$ cat src/rtl/riscv_pkg.sv
// Core-wide architectural constants shared by the register file, decoder and hazard unit.
package riscv_pkg;

    localparam int XLEN      = 32;
    localparam int NREGS     = 32;
    localparam int REG_IDX_W = $clog2(NREGS);
    localparam bit ZERO_REG  = 1'b1;

endpackage

$ cat src/rtl/reg_scoreboard.sv
// Per-register pending-write bits with flush/set/clear priority and per-port busy lookup.
module reg_scoreboard #(
    parameter int NREGS    = riscv_pkg::NREGS,
    parameter int NRD      = 2,
    parameter bit ZERO_REG = riscv_pkg::ZERO_REG,
    parameter int IDX_W    = $clog2(NREGS)
) (
    input  logic                 clk,
    input  logic                 rst_n,
    input  logic [NRD*IDX_W-1:0] r_indx,
    input  logic                 w_en,
    input  logic [IDX_W-1:0]     w_indx,
    input  logic                 sb_set_en,
    input  logic [IDX_W-1:0]     sb_set_indx,
    input  logic                 sb_flush,
    output logic [NRD-1:0]       r_busy,
    output logic [NREGS-1:0]     busy_vec
);
    import riscv_pkg::*;

    logic [NREGS-1:0] busy;
    logic [NREGS-1:0] busy_nxt;

    // A new producer always wins: the set is applied last, over both flush and retire-clear.
    always_comb begin
        busy_nxt = busy;
        for (int i = 0; i < NREGS; i++) begin
            if (sb_flush)
                busy_nxt[i] = 1'b0;
            else if (w_en && (w_indx == IDX_W'(i)))
                busy_nxt[i] = 1'b0;
            if (sb_set_en && (sb_set_indx == IDX_W'(i)))
                busy_nxt[i] = 1'b1;
        end
        if (ZERO_REG)
            busy_nxt[0] = 1'b0;
    end

    always_ff @(posedge clk or negedge rst_n) begin
        if (!rst_n)
            busy <= '0;
        else
            busy <= busy_nxt;
    end

    assign busy_vec = busy;

    for (genvar k = 0; k < NRD; k++) begin : g_port
        logic [IDX_W-1:0] idx;
        assign idx       = r_indx[k*IDX_W +: IDX_W];
        assign r_busy[k] = busy[idx] && !(w_en && (w_indx == idx));
    end

endmodule

$ cat src/rtl/reg_file_sb.sv
// Multi-read-port integer register file with write-to-read bypass and pending-write scoreboard.
module reg_file_sb #(
    parameter int XLEN     = riscv_pkg::XLEN,
    parameter int NREGS    = riscv_pkg::NREGS,
    parameter int NRD      = 2,
    parameter bit ZERO_REG = riscv_pkg::ZERO_REG,
    parameter int IDX_W    = $clog2(NREGS)
) (
    input  logic                 clk,
    input  logic                 rst_n,
    input  logic [NRD*IDX_W-1:0] r_indx,
    output logic [NRD*XLEN-1:0]  r_data,
    output logic [NRD-1:0]       r_busy,
    input  logic                 w_en,
    input  logic [IDX_W-1:0]     w_indx,
    input  logic [XLEN-1:0]      w_data,
    input  logic                 sb_set_en,
    input  logic [IDX_W-1:0]     sb_set_indx,
    output logic [NREGS-1:0]     busy_vec,
    input  logic                 sb_flush
);
    import riscv_pkg::*;

    logic [XLEN-1:0] mem [NREGS];
    logic            wr_ok;

    assign wr_ok = w_en && !(ZERO_REG && (w_indx == '0));

    always_ff @(posedge clk or negedge rst_n) begin
        if (!rst_n) begin
            for (int i = 0; i < NREGS; i++)
                mem[i] <= '0;
        end else if (wr_ok) begin
            mem[w_indx] <= w_data;
        end
    end

    // Bypass is gated by reset so a write in flight during reset never leaks to the read ports.
    for (genvar k = 0; k < NRD; k++) begin : g_rd
        logic [IDX_W-1:0] idx;
        logic [XLEN-1:0]  rd;

        assign idx = r_indx[k*IDX_W +: IDX_W];

        always_comb begin
            rd = mem[idx];
            if (!rst_n || (ZERO_REG && (idx == '0)))
                rd = '0;
            else if (wr_ok && (w_indx == idx))
                rd = w_data;
        end

        assign r_data[k*XLEN +: XLEN] = rd;
    end

    reg_scoreboard #(
        .NREGS    (NREGS),
        .NRD      (NRD),
        .ZERO_REG (ZERO_REG),
        .IDX_W    (IDX_W)
    ) u_sb (
        .clk         (clk),
        .rst_n       (rst_n),
        .r_indx      (r_indx),
        .w_en        (w_en),
        .w_indx      (w_indx),
        .sb_set_en   (sb_set_en),
        .sb_set_indx (sb_set_indx),
        .sb_flush    (sb_flush),
        .r_busy      (r_busy),
        .busy_vec    (busy_vec)
    );

endmodule

$ cat config.mk
export PLATFORM = sky130hd
export DESIGN_NAME = reg_file_sb
export DESIGN_NICKNAME = d
export VERILOG_FILES = /design/src/rtl/riscv_pkg.sv /design/src/rtl/reg_scoreboard.sv /design/src/rtl/reg_file_sb.sv
export SDC_FILE = /design/constraint.sdc
export NUM_CORES = 2
export LEC_CHECK = 0
export ABC_AREA = 1
export BUFFER_PORTS_ARGS = -buffer_cell sky130_fd_sc_hd__buf_4
export CORE_MARGIN = 2
export CORE_UTILIZATION = 35
export CTS_CLUSTER_SIZE = 10
export DETAILED_ROUTE_END_ITERATION = 16
export PLACE_DENSITY = 0.52
export SYNTH_ARGS = -nofsm -noshare
export SYNTH_HDL_FRONTEND = slang
export SYNTH_HIERARCHICAL = 1
export SYNTH_SLANG_ARGS = --single-unit
$ cat constraint.sdc
create_clock -name clk -period 2.9 [get_ports clk]
set_input_delay 0.58 -clock clk [delete_from_list [all_inputs] [get_ports clk]]
set_output_delay 0.58 -clock clk [all_outputs]
set_load 0.02 [all_outputs]
==> run summary <==
Yosys warning count - 6
Area of the multi-input gates - 0.03041 mm^2
Fmax - 340.2 MHz
First-pass GRT wire length - 395.1 mm
Area grow syn2layout - 21.95%
Via count - 64120
Pwr Density - 604.5 mW/mm^2
Vias in the first global route - 60100
Mapped Area - 0.06185 mm^2
CP Data Arrival Time - 2.36 ns
WL per Instance - 22.33 um
Worst EP required - 2.32 ns
RSZ-0062 raised after global routing - yes
Die X - 424.4 um
Syn Nets - 9612
Final HPWL DP - 165.7 mm
Crit path cell chain - buf_6, inv_6, nor2_4, buf_12, buf_12, buf_12, nand2_1, nor2_1, nor2_1, nand2_1, nand3_1, nand2_2, a21oi_1, buf_4
Skew final - 0 ns
Tmin final - 2.939 ns
Initial antenna violation count - 2
Slew @ Worst Pin - 1.087 ns
Endpoints failing hold - 0
Max clock buf depth - 3
Syn_area_per_cell - 6.473 um^2
Die H - 424.4 um
Mux contribution to synthesized area - 0%
Row Count - 154
CP Class - in -> out
Most frequent cells in the layout - nand2_1, nand3_1, dfrtp_1, o21ai_0, nor2_1
Largest stage delay, worst path - 0.18 ns
Slew margin rel. - 27.52%
Status - complete, but fails checks
Initial DRC count - 6967
Most common cell after layout, fill and taps aside - nand2_1
Setup crit start kind - primary input
Clk sink count - 1055
Setup TNS - -0.07677 ns
Fill cells - 18100
Clock Pin Slew Worst Setup and Hold Paths - 0.05 ns
Simple-gate portion of the synthesized area - 38.18%
Later-pin clock latency in the skew report - 0.79 ns
Xor and xnor area share after synthesis - 0.1275%
Total power - 45.60 mW
Max stage delay cell, worst path - buf_12
Worst path bufs/invs - 6
LEAKAGE - 37.24 nW
Initial Util - 35.16%
# port buffers - 153
Failing checks - setup timing
Pre-CTS setup slack - -0.4488 ns
Post-synth cell types - 29
CTS Buf Count - 132
GRT Overall Usage - 29.01%
GP Congestion - 0.8977
Synth Area in Compound Gates - 9.660%
Number of max-slew violations in the final report - 0
Grt ovf - 0
Synth Area in Adders - 0%
Max Cap Viol - 0
Tcrit/Tclk final - 101.4%
Largest net degree at the start of global routing - 177
Vias/cell - 5.309
FF+latch area - 0.02640 mm^2
Slack of the critical path - -0.03941 ns
Total routed wirelength - 269.7 mm
Die area - 0.1801 mm^2
Drt first pass iters - 6
Max Fanout on Critical Path - 14
H-tree depth - 4
Inst Count DP - 11810
Final Setup Violations - 5
Mapped Cells - 9555
Final ANT Viol Nets - 0
CTS tree - built
CP Capture Type - output pin
Post-route DRC - 0
Layout cells sized above 1 - 10.99%
Main combinational cell family by area after synthesis - simple AND/OR/NAND/NOR gates
Crit path top cell by count - buf_12
# IOs - 155
Sequential area share after synthesis - 42.69%
Root buf cell - clkbuf_16
Core Region - 0.1759 mm^2
Fin cells - 12080
Register bit total from synthesis - 1055
Final core occ - 42.87%
Worst ir drop on vdd - 0.6367 mV
Final net count - 9720
CP delay by family, top - buffers and inverters
Min-delay worst type - in -> reg
## worst reg2reg max path, stage by stage, from the launching register on
cell and delay (ns):
dfrtp_1 0.40, buf_4 0.14, buf_4 0.12, nand2_1 0.05, o21ai_0 0.07
## worst paths after layout
path                            start         end  slack, ns  cells past startpoint
setup / recovery            r_indx[1]  r_data[26]      -0.04                     14
hold reg to reg             mem[1023]   mem[1023]       0.40                      0
min in group asynchronous       rst_n     mem[65]       0.84                      3
setup reg to reg             mem[498]    mem[498]       1.96                      4
hold / removal             w_data[24]    mem[344]       0.05                      3
max in group asynchronous       rst_n    mem[576]       0.60                      4
## state kept, by name, summed over array words and instances (netlist names)
signal         flops
mem             1024
u_sb/busy_vec     31
## area by class of cell
type | count | area share, %
antenna | 1 | 0.003318
clock buffer | 192 | 5.151
clock inverter | 14 | 0.2140
inverter | 746 | 3.787
multi-input combinational | 7024 | 40.32
sequential | 1055 | 35.00
tap | 2340 | 3.882
timing repair buffer | 704 | 11.64
## per-layer routing
layer | up-vias | track usage (%) | wire length (um)
met5 | - | 0 | 0
met4 | 0 | 12.98 | 13140
met3 | 598 | 4.088 | 20910
met2 | 2859 | 45.47 | 120000
met1 | 30520 | 39.75 | 115600
li1 | 30140 | - | -
## where the power goes
part / internal [mW] / total, mW / switching [mW]
clock: 9.30 / 16.1 / 6.79
sequential: 17.4 / 18.9 / 1.54
combinational: 3.85 / 10.6 / 6.73
## cell usage after synthesis, drive strengths merged
library cell | count | area (um^2)
nor3 | 9 | 121.4
clkbuf | 505 | 1896
nor4 | 3 | 63.81
o21ai | 1063 | 5320
dfrtp | 1055 | 26400
o22ai | 4 | 25.02
o211ai | 4 | 30.03
a21oi | 73 | 365.4
buf | 225 | 1079
inv | 744 | 2793
xnor2 | 6 | 52.55
nand4 | 2 | 12.51
o31ai | 30 | 225.2
nand3 | 1200 | 6006
nand2 | 3779 | 14220
xor2 | 3 | 26.28
a22o | 1 | 8.760
conb | 1 | 3.750
clkinv | 2 | 7.510
or2 | 2 | 12.51
nor2 | 844 | 3176
## timing repair
item | 4_1_cts | 5_1_grt
pin swaps | 1 | 39
cloned | 7 | 23
endpoints found under the hold margin | 95 | 0
setup endpoints to repair | 45 | 61
hold buffers | 2 | 0
gates resized for setup | 52 | 212
setup buffers | 6 | 26
## logic make-up (layout without fill, tap and decap cells)
logic type / Yosys count / after routing
AND/OR/NAND/NOR: 5839 / 5839
buffers and inverters: 1476 / 1656
AO/OA/AOI/OAI: 1175 / 1175
flip-flops: 1055 / 1055
XOR/XNOR: 9 / 9
other: 1 / 2
## per-stage QoR
step                hold WS (ns)  instance area [um^2]
CTS                     0.004346                 73820
floorplan                 0.2844                 61850
global route             0.05755                 75420
global placement          0.3855                 69270
finish                   0.05482                 75420
detailed placement        0.3895                 69270
(Power assumes the default switching activity.)
